==> src/rtl/alu_pkg.sv <==
// Shared opcode/state definitions for the multicycle ALU.
// ALU_MULH_EN controls whether MULH/MULHU count as iterative ops.
package alu_pkg;

  localparam int OP_W = 4;

  typedef enum logic [OP_W-1:0] {
    OP_AND   = 4'b0000,
    OP_OR    = 4'b0001,
    OP_ADD   = 4'b0010,
    OP_SUB   = 4'b0011,
    OP_XOR   = 4'b0110,
    OP_EQ    = 4'b1000,
    OP_MUL   = 4'b1001,
    OP_MULH  = 4'b1010,
    OP_MULHU = 4'b1011,
    OP_DIV   = 4'b1100,
    OP_DIVU  = 4'b1101,
    OP_REM   = 4'b1110,
    OP_REMU  = 4'b1111
  } alu_op_e;

  typedef enum logic [1:0] {
    IDLE = 2'd0,
    MUL  = 2'd1,
    DIV  = 2'd2,
    FIX  = 2'd3
  } alu_state_e;

  // True for ops that go through the shift/add-subtract core.
  function automatic logic is_iterative(input logic [OP_W-1:0] op);
    logic r;
    r = 1'b0;
    case (op)
      OP_MUL, OP_DIV, OP_DIVU, OP_REM, OP_REMU: r = 1'b1;
`ifdef ALU_MULH_EN
      OP_MULH, OP_MULHU: r = 1'b1;
`endif
      default: r = 1'b0;
    endcase
    return r;
  endfunction

endpackage

==> src/rtl/alu_seq_core.sv <==
// Shared radix-2 datapath: shift-add multiply (mode=0) or restoring divide
// (mode=1) on unsigned magnitudes, one bit per cycle for W cycles.
// Multiply: {hi,lo} ends as the 2W product. Divide: lo = quotient, hi = remainder.
module alu_seq_core #(
  parameter int W = 32
) (
  input  logic         clk,
  input  logic         reset,
  input  logic         kill,
  input  logic         load,
  input  logic         mode,
  input  logic [W-1:0] a,
  input  logic [W-1:0] b,
  output logic [W-1:0] hi,
  output logic [W-1:0] lo,
  output logic         done
);

  localparam int CW = $clog2(W + 1);

  logic [CW-1:0] cnt;
  logic [W-1:0]  b_r;
  logic          mode_r;
  logic [W:0]    x, y, s;
  logic [W-1:0]  hi_n, lo_n;

  // One shared W+1 adder: hi + (lo[0] ? b : 0) for multiply,
  // {hi,lo msb} - b (two's complement add) for divide.
  assign x = mode_r ? {hi, lo[W-1]} : {1'b0, hi};
  assign y = mode_r ? ~{1'b0, b_r} : (lo[0] ? {1'b0, b_r} : '0);
  assign s = x + y + {{W{1'b0}}, mode_r};

  assign done = (cnt == '0);

  // Next partial product / partial remainder for one iteration.
  always_comb begin
    hi_n = hi;
    lo_n = lo;
    if (mode_r) begin
      // Non-negative difference (no borrow) means the divisor fits.
      if (!s[W]) begin
        hi_n = s[W-1:0];
        lo_n = {lo[W-2:0], 1'b1};
      end else begin
        hi_n = x[W-1:0];
        lo_n = {lo[W-2:0], 1'b0};
      end
    end else begin
      hi_n = s[W:1];
      lo_n = {s[0], lo[W-1:1]};
    end
  end

  // Load operands, then iterate until the counter drains.
  always_ff @(posedge clk or posedge reset) begin
    if (reset) begin
      hi     <= '0;
      lo     <= '0;
      b_r    <= '0;
      mode_r <= 1'b0;
      cnt    <= '0;
    end else if (kill) begin
      cnt <= '0;
    end else if (load) begin
      hi     <= '0;
      lo     <= a;
      b_r    <= b;
      mode_r <= mode;
      cnt    <= CW'(W);
    end else if (cnt != '0) begin
      hi  <= hi_n;
      lo  <= lo_n;
      cnt <= cnt - CW'(1);
    end
  end

endmodule

==> src/rtl/alu_multicycle.sv <==
// Execute-stage ALU: single-cycle logic/arith/compare ops plus iterative
// MUL/DIV/REM behind a valid/ready handshake.
// Define ALU_MULH_EN to build MULH/MULHU; otherwise those codes yield 0.
module alu_multicycle
  import alu_pkg::*;
#(
  parameter int DATA_WIDTH    = 32,
  parameter int OPCODE_LENGTH = 4
) (
  input  logic                     clk,
  input  logic                     reset,
  input  logic                     flush,
  input  logic                     in_valid,
  output logic                     in_ready,
  input  logic [DATA_WIDTH-1:0]    SrcA,
  input  logic [DATA_WIDTH-1:0]    SrcB,
  input  logic [OPCODE_LENGTH-1:0] Operation,
  output logic                     out_valid,
  input  logic                     out_ready,
  output logic [DATA_WIDTH-1:0]    ALUResult,
  output logic                     Zero,
  output logic                     busy
);

  localparam int W = DATA_WIDTH;
  localparam logic [W-1:0] MINV = {1'b1, {(W-1){1'b0}}};

  alu_state_e state, state_n;
  logic [OP_W-1:0] op, op_q, op_n;
  logic [OPCODE_LENGTH+3:0] opx;
  logic neg_q, neg_n, ov_n, core_load, core_done;
  logic is_div, sgn_op, a_neg, b_neg, neg_acc, b_zero, ovf, special;
  logic [W-1:0] a_mag, b_mag, spec_res, single_res, fix_res, res_n;
  logic [W-1:0] core_hi, core_lo;

  // Opcodes with any bit set above the 4-bit field decode as unknown (0111).
  assign opx = {4'b0000, Operation};
  assign op  = ((opx >> 4) == '0) ? opx[3:0] : 4'b0111;

  assign is_div = (op[3:2] == 2'b11);
`ifdef ALU_MULH_EN
  assign sgn_op = (op == OP_MULH) || (op == OP_DIV) || (op == OP_REM);
`else
  assign sgn_op = (op == OP_DIV) || (op == OP_REM);
`endif
  assign a_neg   = sgn_op & SrcA[W-1];
  assign b_neg   = sgn_op & SrcB[W-1];
  assign a_mag   = a_neg ? ({W{1'b0}} - SrcA) : SrcA;
  assign b_mag   = b_neg ? ({W{1'b0}} - SrcB) : SrcB;
  // Remainder takes the dividend sign; products and quotients take signA^signB.
  assign neg_acc = (is_div && op[1]) ? a_neg : (a_neg ^ b_neg);

  assign b_zero   = (SrcB == '0);
  assign ovf      = ((op == OP_DIV) || (op == OP_REM)) && (SrcA == MINV) && (SrcB == '1);
  assign special  = is_div && (b_zero || ovf);
  assign spec_res = b_zero ? (op[1] ? SrcA : '1) : (op[1] ? '0 : MINV);

  assign in_ready = (state == IDLE) && (!out_valid || out_ready) && !flush;
  assign busy     = (state != IDLE);
  assign Zero     = (ALUResult == '0);

  alu_seq_core #(.W(W)) u_core (
    .clk  (clk),
    .reset(reset),
    .kill (flush),
    .load (core_load),
    .mode (is_div),
    .a    (a_mag),
    .b    (b_mag),
    .hi   (core_hi),
    .lo   (core_lo),
    .done (core_done)
  );

  // Single-cycle result; unknown codes give 0.
  always_comb begin
    single_res = '0;
    case (op)
      OP_AND:  single_res = SrcA & SrcB;
      OP_OR:   single_res = SrcA | SrcB;
      OP_ADD:  single_res = SrcA + SrcB;
      OP_SUB:  single_res = SrcA - SrcB;
      OP_XOR:  single_res = SrcA ^ SrcB;
      OP_EQ:   single_res = {{(W-1){1'b0}}, (SrcA == SrcB)};
      default: single_res = '0;
    endcase
  end

`ifdef ALU_MULH_EN
  logic [2*W-1:0] prod_s;
  assign prod_s = neg_q ? ({(2*W){1'b0}} - {core_hi, core_lo}) : {core_hi, core_lo};
`endif

  // Sign correction and half/quotient/remainder select after iteration.
  always_comb begin
    fix_res = '0;
    case (op_q)
      OP_MUL:           fix_res = core_lo;
`ifdef ALU_MULH_EN
      OP_MULH, OP_MULHU: fix_res = prod_s[2*W-1:W];
`endif
      OP_DIV, OP_DIVU:  fix_res = neg_q ? ({W{1'b0}} - core_lo) : core_lo;
      OP_REM, OP_REMU:  fix_res = neg_q ? ({W{1'b0}} - core_hi) : core_hi;
      default:          fix_res = '0;
    endcase
  end

  // Next state, result and handshake; flush overrides everything.
  always_comb begin
    state_n   = state;
    ov_n      = out_valid;
    res_n     = ALUResult;
    op_n      = op_q;
    neg_n     = neg_q;
    core_load = 1'b0;
    if (flush) begin
      state_n = IDLE;
      ov_n    = 1'b0;
    end else begin
      case (state)
        IDLE: begin
          if (out_valid && out_ready) ov_n = 1'b0;
          if (in_valid && in_ready) begin
            if (is_iterative(op) && !special) begin
              state_n   = is_div ? DIV : MUL;
              core_load = 1'b1;
              op_n      = op;
              neg_n     = neg_acc;
            end else begin
              res_n = special ? spec_res : single_res;
              ov_n  = 1'b1;
            end
          end
        end
        MUL, DIV: if (core_done) state_n = FIX;
        FIX: begin
          res_n   = fix_res;
          ov_n    = 1'b1;
          state_n = IDLE;
        end
        default: state_n = IDLE;
      endcase
    end
  end

  // State, result and pending-op registers.
  always_ff @(posedge clk or posedge reset) begin
    if (reset) begin
      state     <= IDLE;
      out_valid <= 1'b0;
      ALUResult <= '0;
      op_q      <= '0;
      neg_q     <= 1'b0;
    end else begin
      state     <= state_n;
      out_valid <= ov_n;
      ALUResult <= res_n;
      op_q      <= op_n;
      neg_q     <= neg_n;
    end
  end

endmodule

==> config.mk <==
export PLATFORM = sky130hd
export DESIGN_NAME = alu_multicycle
export DESIGN_NICKNAME = d
export VERILOG_FILES = /design/src/rtl/alu_pkg.sv /design/src/rtl/alu_seq_core.sv /design/src/rtl/alu_multicycle.sv
export SDC_FILE = /design/constraint.sdc
export NUM_CORES = 1
export LEC_CHECK = 0
export BUFFER_PORTS_ARGS = -buffer_cell sky130_fd_sc_hd__clkbuf_2
export CAP_MARGIN = 25
export CORE_MARGIN = 2
export CORE_UTILIZATION = 50
export CTS_CLUSTER_DIAMETER = 150
export CTS_CLUSTER_SIZE = 25
export DETAILED_ROUTE_END_ITERATION = 10
export PLACE_DENSITY = 0.68
export RECOVER_POWER = 50
export REMOVE_ABC_BUFFERS = 1
export SYNTH_ARGS = -nofsm -noshare
export SYNTH_HDL_FRONTEND = slang
export SYNTH_SLANG_ARGS = --single-unit
==> constraint.sdc <==
create_clock -name clk -period 7.3 [get_ports clk]
set_input_delay 0.73 -clock clk [delete_from_list [all_inputs] [get_ports clk]]
set_output_delay 0.73 -clock clk [all_outputs]
set_load 0.005 [all_outputs]
== Yosys cells after proc, flatten, opt, wreduce, memory -nomap -nowiden ==
Index checks and enable logic that the tools add are counted.
Operators by class
  add/sub/neg operators: 9
  $mul: 0
  divide/modulo/power cells: 0
  order comparisons: 0
  equal/unequal tests: 27
  shifts and indexed selects: 0
  muxes and demuxes: 47
  bitwise gates (word level): 8
  reductions and logical operators: 35
Operator list (number)
  $mux W32: 18
  $pmux W32 S6: 1
  $sub A1 B32 Y32 const A: 4
  $pmux W32 S3: 1
  $mux W33: 2
  $eq A32 B32 Y1 const B: 2
  $logic_not A32 Y1: 2
  $pmux W32 S2: 1
  $eq A4 B4 Y1 const B: 11
  $add A33 B1 Y33: 1
  $add A33 B33 Y33: 1
  $not A32 Y33: 1
  $add A32 B32 Y32: 1
  $and A32 B32 Y32: 1
  $eq A32 B32 Y1: 1
  $or A32 B32 Y32: 1
  $sub A32 B32 Y32: 1
  $xor A32 B32 Y32: 1
  $mux W6: 3
  $mux W1: 14
  $mux W2: 5
  $logic_and A1 B1 Y1: 9
  $eq A4 B2 Y1 const B: 2
  $reduce_and A4 Y1: 2
  26 further kinds: 40
Storage, ports and cells
  register bits after elaboration: 143
  bits in latches: 0
  memory bits (writable): 0
  bits in read-only memories: 0
  input bits: 73
  output and inout bits: 36
  word-level logic and storage cells: 136
  memories kept: 0

== Logic depth before layout (Yosys ltp) ==
  depth in word-level cells: 15
  depth in mapped cells: 22
  gate-level depth less buffers: 16

== Cells and area by module ==
A second synthesis with hierarchy kept.
Second synthesis, totals
  cell total of the unflattened synthesis: 2414
  area total of the unflattened synthesis: 18186.2 µm²
By module, submodules not included
  alu_multicycle: instances 1, cells each 1570, area an instance 10671.5 µm², seq. area each 1001.0 µm²
  alu_seq_core: instances 1, cells each 844, area an instance 7514.7 µm², seq. area each 2577.5 µm²

== Worst setup path before layout ==
No wires, ideal clock.
  path type: register to register
  from: reg u_core.mode_r
  to: reg u_core.hi[29]
  library setup time: 138 ps
  arrival time: 4765 ps
  required time: 7162 ps
  slack: 2397 ps
  stages on the path, launching flop included: 21
  path buffers: 5
  period minus slack after synthesis: 4903 ps
  cells stage by stage: dfrtp_1 clkbuf_1 buf_1 clkbuf_1 clkbuf_1 o21ai_0 inv_1 fa_1 inv_1 fa_1 a211oi_1 o211ai_1 a31oi_1 o21ai_2 a31oi_4 mux2i_1 nor2b_1 buf_2 nor2_1 a2111oi_0 nor4_1
On the way
  cells in the longest elaborated chain, start to end: 7
  elaborated cells between the ends (all ways): 8
  those cells by class: 2 x add/sub; 6 x mux
RTL lines
  start: declaration: line alu_seq_core.sv:23  | logic mode_r;
  start signal: assignment: line alu_seq_core.sv:68  | mode_r <= mode;
  $mux W33, on equally long branches: line alu_seq_core.sv:29, alu_seq_core.sv:30
  $add A33 B33 Y33: line alu_seq_core.sv:31  | assign s = x + y + {{W{1'b0}}, mode_r};
  $add A33 B1 Y33: line alu_seq_core.sv:31
  $mux W32: line alu_seq_core.sv:41  | if (!s[W]) begin
  $mux W32 (*): line alu_seq_core.sv:39  | if (mode_r) begin
  $mux W32 (*): line alu_seq_core.sv:70  | end else if (cnt != '0) begin
  $mux W32 (*): line alu_seq_core.sv:64  | end else if (load) begin
  end signal: assignment: line alu_seq_core.sv:71  | hi <= hi_n;
  end: declaration: line alu_seq_core.sv:14  | output logic [W-1:0] hi,
Mark *: on every way between the ends. The rest lies on a longest branch, timed or not. The select of a mux whose other input is x is not followed.
A chain may end at the register's enable or synchronous reset.

== Worst setup path after layout ==
  from: reg u_core.mode_r
  to: reg u_core.hi[2]
Same word-level chain as after synthesis.

==> run summary <==
status: complete, but fails checks
failing checks: max-capacitance violations, max-slew violations
#FFs+latches synth: 143
final WL: 67900 um
Post-CTS Repair Setup Buffers: 0
Die X-Extent: 194 um
ys flop type: dfrtp_1
Worst VDD drop: 0.000313 V
Crit Path Class: reg2reg
Area Growth Syn to Fin: 7.03%
clk buf depth: 2
Synth cell types: 99
worst relative slew slack: -1.42
ys async rst share: 1.00
clock latency on the worst-skew pair: 0.44 ns
CTS tree: built
initial antenna violation count: 1
DRT iter0 DRCs: 2469
Worst Skew: 0.00947 ns
max-slew violation count: 146
WP data required: 7.67 ns
Crit Path Max Fanout: 58
fillcell total: 3527
Synth Instances: 2439
Vias: 19178
post-route ant nets: 0
die area: 37600 sq um
EDFF count, synth: 0
Tcrit/Tclk final: 0.816
Cell Count, Final, Fillers Out: 2898
Core ar.: 35600 sq um
Tot GR Track Use: 0.350
clock root cell: clkbuf_16
H-tree depth: 4
FP Rows: 69
Max-Cap Viols: 2
CP endpoint kind: flop
# clock sinks: 143
IO buf count: 108
final setup fails: 0
top post-synthesis cells by area: dfrtp_1 (20%), ha_1 (10%), o21ai_0 (6.7%)
Netlist Area Pre-Place: 18000 sq um
I/O pins: 109
Yosys top cell area share: 0.199
YS warnings: 0
leak pwr: 0.00797 uW
Worst Hold Class: reg2reg
Post-route DRC: 0
largest area contributor in the netlist: dfrtp_1
crit path time final: 5.96 ns
P per Cell Area: 408 nW/um^2
Pre-Repair DR Iteration Count: 6
final count of hold timing violations: 0
top cells by count, synth: o21ai_0 (242), nor2_1 (233), nand2_1 (225)
CP arrival: 6.32 ns
RSZ-0062 raised after global routing: false
placed instance count: 2867
CTS-repair resized insts: 0
Critical Path Source Type: flop
vias in the first global route: 17791
Die Ht: 194 um
DP Wirelength: 51900 um
total CTS buffers: 17
grt ovf: 0
largest net degree at the start of global routing: 80
final core occ: 0.542
nets@finish: 2648
top-count cell post-synth: o21ai_0
Starting Density: 0.507
Reg clk slew, reported paths: 0.06 ns
Max Freq: 168 MHz
hold_buf cts: 0
Antenna diodes: 0
sequential element share of the synthesized area: 0.199
layout cells sized above 1: 0.0997
vias per inst: 6.62
Least-Margin Pin Slew: 3.61 ns
routed len/inst: 23.4 um
first-pass GRT wire length: 104000 um
syn_area_per_cell: 7.39 sq um
gpl congestion: 0.959
-- cell families after synthesis --
logic type	share of synthesized area
AO/OA/AOI/OAI	0.312
AND/OR/NAND/NOR	0.200
buffers and inverters	0.0650
adder cells (fa/ha/maj)	0.106
XOR/XNOR	0.0700
flip-flops	0.199
multiplexers	0.0489
-- state kept, by name (all words and copies together) (netlist names), 2 cells and up --
name / flops
u_core.lo: 32
u_core.hi: 32
u_core.cnt: 6
u_core.b_r: 32
ALUResult: 32
op_q: 4
state: 2
-- report_power, final --
| group | total (uW) | switching, uW | internal [uW] |
|---|---|---|---|
| clock | 916 | 371 | 545 |
| sequential | 1850 | 672 | 1180 |
| combinational | 5090 | 3060 | 2040 |
-- critical path, stage by stage (launching register included) --
cell      delay [ns]
dfrtp_4         0.76
inv_1           0.81
o21ai_0         0.36
fa_1            0.55
a211oi_1        0.36
o211ai_1        0.22
a31oi_1         0.24
o21ai_2         0.16
a31oi_4         0.37
mux2i_1         0.56
nor2b_1         0.70
buf_4           0.32
nor2_1          0.07
o31a_1          0.24
nor2_1          0.12
-- path summary, 6_finish.rpt --
kind / from / endpoint / slack, ns / depth (start not counted)
worst min-delay path: u_core.b_r[2] / u_core.b_r[2] / 0.51 / 2
worst max-delay path: u_core.mode_r / u_core.hi[2] / 1.34 / 14
min in group asynchronous: reset / u_core.b_r[6] / 1.29 / 2
max in group asynchronous: reset / u_core.mode_r / 2.85 / 3
worst max register to register: u_core.mode_r / u_core.hi[2] / 1.34 / 14
worst min register to register: u_core.b_r[2] / u_core.b_r[2] / 0.51 / 2
-- per-stage QoR --
stage | setup TNS (ns) | worst slack, ns | power, uW | cell area (sq um) | hold WS, ns
2_1_floorplan | -0.335 | -0.311 | 5320 | 17300 | 0.455
3_3_place_gp | 0 | 1.65 | 6670 | 18700 | 0.478
3_5_place_dp | 0 | 1.45 | 6790 | 18700 | 0.499
4_1_cts | 0 | 1.38 | 7760 | 19300 | 0.453
5_1_grt | 0 | 0.997 | 8470 | 19300 | 0.531
6_report | 0 | 1.34 | 7860 | 19300 | 0.507
-- per-layer routing --
metal  routed length [um]  up-vias  track usage
li1                     -     8905            -
met1                29100     9064        0.489
met2                29900     1058        0.542
met3                 6190      149       0.0557
met4                 2670        2        0.138
met5                   13        -            0
-- placed cells by master (no fill, tap or decap), types with 13 or more instances in the layout --
cell type / Yosys / routed
mux2_2: 32 / 32
o21ai_0: 242 / 242
o22ai_1: 14 / 14
nor3_1: 38 / 35
clkbuf_2: 0 / 94
o21ai_1: 17 / 17
nand2_1: 225 / 225
or3_1: 18 / 17
clkbuf_1: 126 / 15
a21o_1: 24 / 24
o221ai_1: 29 / 29
nand3_1: 54 / 54
xnor2_1: 114 / 114
o31ai_1: 35 / 35
nand4_1: 29 / 29
ha_1: 146 / 146
inv_1: 127 / 126
nor2_1: 233 / 232
a211oi_1: 57 / 57
nand2b_1: 17 / 16
a31oi_1: 37 / 37
mux2i_1: 52 / 52
buf_4: 7 / 27
a21oi_1: 195 / 195
a221oi_1: 28 / 28
xor2_1: 30 / 30
nor2b_1: 21 / 21
or4_1: 13 / 13
dfrtp_1: 143 / 141
clkbuf_16: 0 / 17
a22oi_1: 26 / 26
o211ai_1: 20 / 20
nor4_1: 32 / 31
o41ai_1: 13 / 13
o21bai_1: 20 / 20
o21a_1: 22 / 22
-- cell type report --
class,instances,area [sq um],share of cell area
clock inverter,13,164,0.00850
multi-input combinational,1999,13300,0.690
clock buffer,18,439,0.0228
timing repair buffer,136,729,0.0378
inverter,128,482,0.0250
tap,461,577,0.0299
sequential,143,3580,0.186
(Power assumes the default switching activity.)
